**config.mk**
```make
export PLATFORM = sky130hd
export DESIGN_NAME = forward_layer_engine
export DESIGN_NICKNAME = d
export VERILOG_FILES = /design/src/rtl/forward_layer_engine.sv
export SDC_FILE = /design/constraint.sdc
export NUM_CORES = 1
export LEC_CHECK = 0
export CAP_MARGIN = 20
export CORE_MARGIN = 2
export CORE_UTILIZATION = 54
export CTS_BUF_LIST = sky130_fd_sc_hd__clkbuf_4
export DETAILED_ROUTE_END_ITERATION = 10
export GPL_ROUTABILITY_DRIVEN = 0
export GPL_TIMING_DRIVEN = 1
export PLACE_DENSITY = 0.81
export SKIP_CTS_REPAIR_TIMING = 1
export SLEW_MARGIN = 20
export SYNTH_ARGS = -nofsm -noshare
export SYNTH_HDL_FRONTEND = slang
export SYNTH_SLANG_ARGS = --single-unit
export TNS_END_PERCENT = 100
```
**constraint.sdc**
```tcl
create_clock -name clk -period 15.15 [get_ports clk]
set_clock_uncertainty 0.05 [all_clocks]
set_input_delay 4.545 -clock clk [delete_from_list [all_inputs] [get_ports clk]]
set_output_delay 4.545 -clock clk [all_outputs]
set_load 0.01 [all_outputs]
```
**src/rtl/forward_layer_engine.sv**
```systemverilog
// Fully connected layer: z = W*x + b in signed fixed point, then a = act(z), one MAC per enabled cycle.
// Latency N_OUT*(N_IN+1) enabled cycles; the result is held in DONE until out_ready, and in_ready is low while busy.
module forward_layer_engine #(
  parameter int N_IN  = 4,
  parameter int N_OUT = 4,
  parameter int DW    = 16,
  parameter int FRAC  = 8,
  parameter int ACC_W = 2*DW + $clog2(N_IN) + 2
) (
  input  logic                     clk,
  input  logic                     reset,
  input  logic                     enable,
  input  logic                     in_valid,
  output logic                     in_ready,
  input  logic [N_IN*DW-1:0]       x,
  input  logic [N_OUT*N_IN*DW-1:0] W,
  input  logic [N_OUT*DW-1:0]      b,
  input  logic [1:0]               act_mode,
  output logic                     out_valid,
  input  logic                     out_ready,
  output logic [N_OUT*DW-1:0]      z,
  output logic [N_OUT*DW-1:0]      a,
  output logic                     busy
);

  localparam int IW = (N_IN  > 1) ? $clog2(N_IN)  : 1;
  localparam int JW = (N_OUT > 1) ? $clog2(N_OUT) : 1;
  localparam logic [IW-1:0] I_LAST = IW'(N_IN - 1);
  localparam logic [JW-1:0] J_LAST = JW'(N_OUT - 1);
  localparam logic signed [ACC_W-1:0] SAT_MAX = {{(ACC_W-DW+1){1'b0}}, {(DW-1){1'b1}}};
  localparam logic signed [ACC_W-1:0] SAT_MIN = {{(ACC_W-DW+1){1'b1}}, {(DW-1){1'b0}}};

  typedef enum logic [1:0] {IDLE, MAC, FINAL, DONE} state_t;

  state_t                     state, state_nxt;
  logic [IW-1:0]              i_cnt;
  logic [JW-1:0]              j_cnt, j_inc;
  logic signed [ACC_W-1:0]    acc, acc_sh;
  logic [N_IN*DW-1:0]         x_q;
  logic [N_OUT*N_IN*DW-1:0]   w_q;
  logic [N_OUT*DW-1:0]        b_q;
  logic [1:0]                 mode_q;
  logic signed [DW-1:0]       x_sel, w_sel, r, act_r;
  logic signed [2*DW-1:0]     prod;

  // Bias enters the accumulator already aligned to the product's 2*FRAC scaling.
  function automatic logic signed [ACC_W-1:0] bias_ext(input logic [DW-1:0] v);
    bias_ext = $signed({{(ACC_W-DW){v[DW-1]}}, v}) <<< FRAC;
  endfunction

  assign in_ready  = (state == IDLE) & enable & ~reset;
  assign out_valid = (state == DONE);
  assign busy      = (state != IDLE);

  always_comb begin
    x_sel  = x_q[int'(i_cnt)*DW +: DW];
    w_sel  = w_q[(int'(j_cnt)*N_IN + int'(i_cnt))*DW +: DW];
    prod   = x_sel * w_sel;
    acc_sh = acc >>> FRAC;
    j_inc  = (j_cnt == J_LAST) ? j_cnt : j_cnt + 1'b1;
    if (acc_sh > SAT_MAX)      r = {1'b0, {(DW-1){1'b1}}};
    else if (acc_sh < SAT_MIN) r = {1'b1, {(DW-1){1'b0}}};
    else                       r = acc_sh[DW-1:0];
    case (mode_q)
      2'd1:    act_r = r[DW-1] ? '0 : r;
      2'd2:    act_r = r[DW-1] ? (r >>> 3) : r;
      default: act_r = r;
    endcase
  end

  always_comb begin
    state_nxt = state;
    case (state)
      IDLE:  if (in_valid && in_ready) state_nxt = MAC;
      MAC:   if (i_cnt == I_LAST) state_nxt = FINAL;
      FINAL: state_nxt = (j_cnt == J_LAST) ? DONE : MAC;
      DONE:  if (out_ready) state_nxt = IDLE;
      default: state_nxt = IDLE;
    endcase
  end

  always_ff @(posedge clk) begin
    if (reset)       state <= IDLE;
    else if (enable) state <= state_nxt;
  end

  always_ff @(posedge clk) begin
    if (reset) begin
      i_cnt <= '0;
      j_cnt <= '0;
      acc   <= '0;
      z     <= '0;
      a     <= '0;
    end else if (enable) begin
      case (state)
        IDLE: if (in_valid) begin
          x_q    <= x;
          w_q    <= W;
          b_q    <= b;
          mode_q <= act_mode;
          i_cnt  <= '0;
          j_cnt  <= '0;
          acc    <= bias_ext(b[DW-1:0]);
        end
        MAC: begin
          acc   <= acc + {{(ACC_W-2*DW){prod[2*DW-1]}}, prod};
          i_cnt <= (i_cnt == I_LAST) ? '0 : i_cnt + 1'b1;
        end
        FINAL: begin
          z[int'(j_cnt)*DW +: DW] <= r;
          a[int'(j_cnt)*DW +: DW] <= act_r;
          if (j_cnt != J_LAST) begin
            j_cnt <= j_inc;
            acc   <= bias_ext(b_q[int'(j_inc)*DW +: DW]);
          end
        end
        default: ;
      endcase
    end
  end

endmodule

```
### Word level (Yosys, flattened, before mapping)

Index checks and enable logic that the tools add are counted.
Widths: inputs -> output; s select.

* bits of input ports: 391
* bits in registers: 556
* output and inout bits: 131

* eq/ne operators: 13
* shifts and indexed selects: 6
* multipliers: 1
* magnitude comparators: 2
* multiplexer cells: 21
* reductions and logical operators: 12
* bitwise operators: 3
* $add $sub $neg: 5

Operators with widths (number)
* $shiftx 256x10->16: 1
* $bwmux 64: 2
* $shiftx 16x33->64: 2
* $shiftx 64x7->16: 2
* $pmux 36 s3: 1
* $mux 36: 2
* $shift 16x33->64 const A: 1
* $mux 16: 3
* $add 36x36->36: 1
* $neg 6->33: 1
* $mul 16x16->32: 1
* $pmux 16 s2: 1
* $gt 28x16->1 const B: 1
* $lt 28x16->1 const B: 1
* $mux 2: 8
* $reduce_and 4->1: 4
* $mux 15: 1
* $eq 2x2->1 const B: 5
* $ne 2x2->1 const B: 4
* $pmux 2 s2: 2
* $pmux 2 s4: 1
* $reduce_bool 2->1: 3
* $add 4x2->5: 1
* $add 2x1->2 const B: 2
* other kinds (9): 12

### Longest topological paths before layout

Gate-level depths: netlist (run 1).

* word-level depth: 7
* depth in mapped cells: 43
* mapped depth without buffers: 39

### Worst setup path after synthesis (run 1)

No wires, ideal clock.

* kind: input port to flip-flop
* from: input port reset
* to: register b_q[0], enable pin
* slack: 1.876 ns
* setup time: 0.735 ns
* cell stages on the path: 4
* arrival: 12.489 ns
* cell sequence: clkbuf_1 -> nor2_1 -> nand2_1 -> inv_1

* longest elaborated chain between the ends: 2

Ends and longest elaborated chain
* from (decl): line 11 `input logic reset,`
* $not 1->1 (no line)
* $reduce_and 4->1 (no line)
* to (signal assigned): line 99 `b_q <= b;`
* to (decl): line 41 `logic [N_OUT*DW-1:0] b_q;`

No other way between the ends.
A chain may end at the register's enable or synchronous reset.

### Final worst setup path (run 1)

* from: register i_cnt[1]
* to: register acc[35]

* longest elaborated chain between the ends: 5
* elaborated cells on any way between the ends: 6

Ends and longest elaborated chain
* from (decl): line 36 `logic [IW-1:0] i_cnt;`
* from (signal assigned): line 107 `i_cnt <= (i_cnt == I_LAST) ? '0 : i_cnt + 1'b1;`
* $add 4x2->5: line 57 `w_sel = w_q[(int'(j_cnt)*N_IN + int'(i_cnt))*DW +: DW];`
* $shiftx 256x10->16: line 57
* $mul 16x16->32 *: line 58 `prod = x_sel * w_sel;`
* $add 36x36->36 *: line 106 `acc <= acc + {{(ACC_W-2*DW){prod[2*DW-1]}}, prod};`
* $pmux 36 s3 *: line 95 `case (state)`
* to (signal assigned): line 103 `acc <= bias_ext(b[DW-1:0]);`
* to (signal assigned): line 106
* to (signal assigned): line 114 `acc <= bias_ext(b_q[int'(j_inc)*DW +: DW]);`
* to (decl): line 38 `logic signed [ACC_W-1:0] acc, acc_sh;`

Mark *: on every way between the ends. The rest lies on a longest branch, timed or not.

==> metrics.yaml, run 1 <==
finalSetupTns_ns: 0
tritoncts.num_buffers: 142
initial_utilization: 0.543
wl_per_cell_um: 21.5
mostFrequentLayoutCells: "sky130_fd_sc_hd__clkdlybuf4s50_1, sky130_fd_sc_hd__edfxtp_1, sky130_fd_sc_hd__inv_1"
pin_count_of_the_biggest_net_entering_global_routing: 212
floorplan_row_count: 90
cp-end-kind: "flip-flop"
drt_first_pass_iters: 11
critPathRequiredTime_ns: 15.94
worst_path_max_delay_cell: "sky130_fd_sc_hd__dfxtp_4"
worst_r2r_startpoint: "i_cnt[1]"
design.die.area_um2: 62300
synth_adder_area_share: 0.212
worst-path-buf-inv: 6
period_needed_ns: 10.78
setup.worst_path.end: "acc[35]"
synth.yosys.seq_area_share: 0.460
post-route-drc-count: 1
clk_pin_slew_ns: 0.07
timing.slew.headroom: 0.197
reg2reg_capture_point: "acc[35]"
clk_root_buffer_cell: "sky130_fd_sc_hd__clkbuf_4"
grt_pass1_wl_um: 140000
cp_max_fo: 55
final_critical_path_share_of_the_clock_period: 0.712
areaGrowthSynthToFinish_pct: 24.2
worstMarginPinSlew_ns: 1.20
post_synth.cell_area_avg_um2: 11.8
postSynthCellCount: 2758
post_route_cells_drive_above_1_share: 0.112
critical_path_class: "reg2reg"
run_status: "finished, violations left"
post_drt_via_cell_ratio: 5.80
timing.critical_path.depth: 35
coreArea_um2: 60000
yosys_warnings: 0
die_x_um: 250
ff2ff_path_depth: 35
synth_top_family_by_area: "adder cells"
worst_path_largest_cell_delay_ns: 0.76
report.final.setup_viol: 0
clock_latency_ns: 0.96
worst_path_dominant_cell_family: "adder cells"
grt.overflow.total: 0
track_usage: 0.292
synthArstFlopShare: 0
drtAntennaViolNets: 0
hold_path_class: "reg2reg"
tritoncts_num_sinks: 556
postSynth.topFlopCell: "sky130_fd_sc_hd__edfxtp_1"
mappedNetlistNets: 3543
count_of_different_cell_masters_after_synthesis: 72
post_synth_mux_area_share: 0.0707
io-pin-count: 522
max_transition_viols_final: 0
numPlacedInstances: 3969
worst-r2r-setup-slack_ns: 4.37
peakVddDrop_mv: 0.422
antenna_found_initial: 11
most_common_library_cell_in_the_layout_ignoring_fill_and_taps: "sky130_fd_sc_hd__clkdlybuf4s50_1"
post_synth_and_or_nand_nor_area_fraction: 0.0936
cts_tree: "built"
finish.cell_count_without_fillers: 4225
power-per-cell-area_nw_per_um2: 239
synth_edf_count: 386
fp.dieH_um: 250
ys_ff_latch: 556
syn-cell-area_um2: 32600
leakage_power_summed_over_all_cells_nw: 16.1
crit_arrival_ns: 11.57
htree_num_levels: 4
synth_xor_area_frac: 0.0171
rsz0062_at_grt: "false"
timing.max_cap.violations: 0
clock.fmax_ghz: 0.0927
vias_in_the_first_global_route: 25600
failed_checks: "DRC"
startpoint_type: "flip-flop"
dp.final_hpwl_um: 68200
routed_wire_length_um: 90900
clock_tree.buffer_depth: 3
drtIter0Drc: 2468
synth_compound_area_frac: 0.0903
vias_post_dr: 24500
origin_of_the_worst_setup_path: "i_cnt[1]"
cp_common_cell: "sky130_fd_sc_hd__fa_1"
portBuffers: 521
hold_violations: 0
final_layout_net_count: 4118
-- kinds of logic after synthesis --
logic type      Yosys count
compound gates          433
xor+xnor                 62
fa+ha+maj               394
buf+inv                 482
flops                   556
mux                     116
simple gates            715
-- power breakdown --
part / switching [mW] / total, mW / internal (mW)
clock: 0.613 / 1.30 / 0.687
sequential: 0.0236 / 1.69 / 1.67
combinational: 3.87 / 6.70 / 2.83
-- worst min-delay path by stage --
| stage | from | endpoint | slack (ns) | cells after the start |
|---|---|---|---|---|
| global placement | acc[4] | acc[4] | 0.39 | 2 |
| floorplan | acc[0] | acc[0] | 0.39 | 2 |
| global route | acc[4] | acc[4] | 0.44 | 2 |
| CTS | acc[0] | acc[0] | 0.41 | 2 |
| detailed placement | acc[0] | acc[0] | 0.40 | 2 |
| finish | acc[0] | acc[0] | 0.41 | 2 |
-- state kept, by name (all words and copies together), names as in the netlist --
register / count
a: 64
acc: 36
b_q: 64
i_cnt: 2
j_cnt: 2
mode_q: 2
state: 2
w_q: 256
x_q: 64
z: 64
-- through the flow --
stage	instance area [um2]	power [mW]	utilization	worst slack, ns	hold WS (ns)
after global placement	38600	8.02	0.643	4.61	0.395
after global routing	40500	10.5	0.674	3.62	0.440
after CTS	40400	9.64	0.673	4.36	0.410
final	40500	9.69	0.674	4.37	0.407
after floorplan	32600	6.83	-	1.88	0.386
after detailed placement	38600	8.31	0.643	4.42	0.401
-- worst register-to-register path: cells and delay by family (launching register included) --
kind / cells / cell delay, ns
fa+ha+maj: 8 / 3.74
compound gates: 12 / 2.79
mux: 2 / 1.20
buf+inv: 6 / 1.05
flops: 1 / 0.76
simple gates: 5 / 0.72
xor+xnor: 2 / 0.37
-- area by class of cell --
cell class                 instances  area (um2)
antenna                            9        22.5
clock buffer                     210        1580
clock inverter                    35         245
fill                            4141       19500
inverter                         358        1350
multi-input combinational       1720       15800
sequential                       556       15000
tap                              782         978
timing repair buffer             555        5510
-- routing by layer --
layer | part of all wire | up-vias | global-route usage
li1 | - | 10800 | -
met1 | 0.35 | 12000 | 0.343
met2 | 0.51 | 1363 | 0.490
met3 | 0.093 | 332 | 0.0750
met4 | 0.053 | 6 | 0.160
met5 | 0.00043 | - | 0
-- synthesized netlist by cell type (14+ instances only) --
cell	number	area, um2
sky130_fd_sc_hd__dfxtp_1	170	3400
sky130_fd_sc_hd__fa_1	263	5270
sky130_fd_sc_hd__xnor2_1	44	385
sky130_fd_sc_hd__o21ai_0	30	150
sky130_fd_sc_hd__and2_1	29	181
sky130_fd_sc_hd__nor2_1	331	1240
sky130_fd_sc_hd__clkbuf_1	99	372
sky130_fd_sc_hd__nor2b_1	17	106
sky130_fd_sc_hd__a21o_1	34	255
sky130_fd_sc_hd__a21oi_1	87	435
sky130_fd_sc_hd__nand2b_1	18	113
sky130_fd_sc_hd__inv_1	353	1330
sky130_fd_sc_hd__nand3_1	27	135
sky130_fd_sc_hd__a211oi_1	14	105
sky130_fd_sc_hd__mux4_2	90	2030
sky130_fd_sc_hd__nor3_1	21	105
sky130_fd_sc_hd__o21ai_1	34	170
sky130_fd_sc_hd__xor2_1	17	149
sky130_fd_sc_hd__o21a_1	27	203
sky130_fd_sc_hd__nand2_1	223	837
sky130_fd_sc_hd__a22oi_1	130	976
sky130_fd_sc_hd__ha_1	131	1640
sky130_fd_sc_hd__edfxtp_1	386	11600
sky130_fd_sc_hd__buf_2	16	80.1
(Power assumes the default switching activity.)
==> run 2, diff against run 1 <==
Clock period 15.15 ns to 10.1 ns, I/O delays scaled along.
==> run 2 against run 1 <==
  * The flow now finishes without violations
  * Final cell count grew 1.3%
  * Non-clock buffer count increased by 46
  * Combinational power is 52% higher
  * Worst setup slack got worse by 4.0 ns
  * Clock-buffer cell count shrank 10
  * Core utilization up 0.77 points
  * Clock power up 48%
  * Die area stayed put
  * Design area grew 1.1%
==> metrics.yaml, run 2 (synthesis results as in run 1) <==
timing.slew.headroom: 0.252
worstMarginPinSlew_ns: 1.11
cts_tree: "built"
most_common_library_cell_in_the_layout_ignoring_fill_and_taps: "sky130_fd_sc_hd__clkdlybuf4s50_1"
setup.worst_path.end: "acc[35]"
vias_in_the_first_global_route: 25900
hold_violations: 0
pin_count_of_the_biggest_net_entering_global_routing: 184
dp.final_hpwl_um: 70400
cp_max_fo: 16
final_layout_net_count: 4164
initial_utilization: 0.543
origin_of_the_worst_setup_path: "i_cnt[0]"
routed_wire_length_um: 93900
report.final.setup_viol: 0
portBuffers: 521
track_usage: 0.298
power-per-cell-area_nw_per_um2: 359
drtIter0Drc: 2543
critical_path_class: "reg2reg"
htree_num_levels: 4
cp-end-kind: "flip-flop"
die_x_um: 250
worst_path_dominant_cell_family: "adder cells"
wl_per_cell_um: 21.9
clk_pin_slew_ns: 0.06
areaGrowthSynthToFinish_pct: 25.7
worst-path-buf-inv: 5
clock_latency_ns: 1.01
hold_path_class: "reg2reg"
critPathRequiredTime_ns: 10.92
worst-r2r-setup-slack_ns: 0.41
grt.overflow.total: 0
top_register: "w_q"
tritoncts.num_buffers: 142
run_status: "finished clean"
worst_path_largest_cell_delay_ns: 0.69
reg2reg_capture_point: "acc[35]"
fp.dieH_um: 250
mostFrequentLayoutCells: "sky130_fd_sc_hd__clkdlybuf4s50_1, sky130_fd_sc_hd__edfxtp_1, sky130_fd_sc_hd__inv_1"
clock.fmax_ghz: 0.103
antenna_found_initial: 14
timing.critical_path.depth: 36
peakVddDrop_mv: 0.588
clk_root_buffer_cell: "sky130_fd_sc_hd__clkbuf_4"
worst_path_max_delay_cell: "sky130_fd_sc_hd__mux4_2"
grtUsageMet2: 0.498
gr-usage-met3: 0.0684
design.die.area_um2: 62300
post-route-drc-count: 0
drtAntennaViolNets: 0
placedInstanceArea_um2: 38800
leakage_power_summed_over_all_cells_nw: 16.3
final_cell_area_um2: 40900
final_critical_path_share_of_the_clock_period: 0.959
vias_post_dr: 24800
timing.max_cap.violations: 0
post_route_cells_drive_above_1_share: 0.126
grt_pass1_wl_um: 142000
layer_with_the_highest_usage_after_global_routing: "met2"
max_transition_viols_final: 0
coreArea_um2: 60000
ff2ff_path_depth: 36
io-pin-count: 522
largest_reg_flops: 256
period_needed_ns: 9.69
floorplan_row_count: 90
drt_first_pass_iters: 6
grtUsageMet1: 0.358
post_drt_via_cell_ratio: 5.79
cp_common_cell: "sky130_fd_sc_hd__fa_1"
crit_arrival_ns: 10.50
post-route-util: 0.682
worst_r2r_startpoint: "i_cnt[0]"
tritoncts_num_sinks: 556
clock_tree.buffer_depth: 3
startpoint_type: "flip-flop"
[run 2: cell types whose count changed in the layout (fill, tap and decap cells not counted), moves of 3 or more]
cell                       change
sky130_fd_sc_hd__a211oi_1      -3
sky130_fd_sc_hd__buf_12        +4
sky130_fd_sc_hd__buf_4        +42
sky130_fd_sc_hd__clkbuf_4     -11
sky130_fd_sc_hd__clkinv_2      +5
sky130_fd_sc_hd__diode_2       +9
sky130_fd_sc_hd__inv_6         +3
[run 2: area by class of cell]
cell class / instances / area (um2)
Multi-Input combinational cell: 1720 / 15900
Clock inverter: 44 / 294
Inverter: 358 / 1350
Antenna cell: 18 / 45.0
Sequential cell: 556 / 15000
Timing Repair Buffer: 601 / 5920
Tap cell: 782 / 978
Fill cell: 4092 / 19100
Clock buffer: 200 / 1500
[run 2: worst min path at each step]
stage / from / end / slack (ns) / cells after the start
2_1_floorplan: acc[0] / acc[0] / 0.39 / 2
3_3_place_gp: acc[4] / acc[4] / 0.39 / 2
3_5_place_dp: acc[4] / acc[4] / 0.40 / 2
4_1_cts: acc[0] / acc[0] / 0.41 / 2
5_1_grt: acc[0] / acc[0] / 0.43 / 2
6_report: acc[0] / acc[0] / 0.41 / 2
[run 2: layer usage]
layer  vias to the layer above  part of all wire
li1                      10900                 -
met5                         -           0.00044
met1                     12200              0.35
met4                         6             0.052
met3                       326             0.086
met2                      1420              0.51
[run 2: worst register-to-register path: cells and delay by family, from the launching register on]
kind	cells	cell delay, ns
simple gates	7	0.92
flops	1	0.44
xor+xnor	1	0.22
fa+ha+maj	8	3.71
compound gates	13	2.64
mux	2	1.21
buf+inv	5	0.40
[run 2: where the power goes]
part | switching (mW) | internal [mW]
combinational | 5.87 | 4.34
sequential | 0.0351 | 2.51
clock | 0.952 | 0.977
[run 2: metrics by stage]
step	setup TNS, ns	cells	power (mW)	setup slack, ns	hold slack (ns)
2_1_floorplan	0	2758	10.2	0.390	0.386
3_3_place_gp	0	3998	12.1	0.301	0.395
3_5_place_dp	-0.00430	3998	12.5	-0.00430	0.403
4_1_cts	-0.0450	4242	14.4	-0.0450	0.413
5_1_grt	-0.0439	4276	16.0	-0.0439	0.433
6_report	0	4279	14.7	0.414	0.412
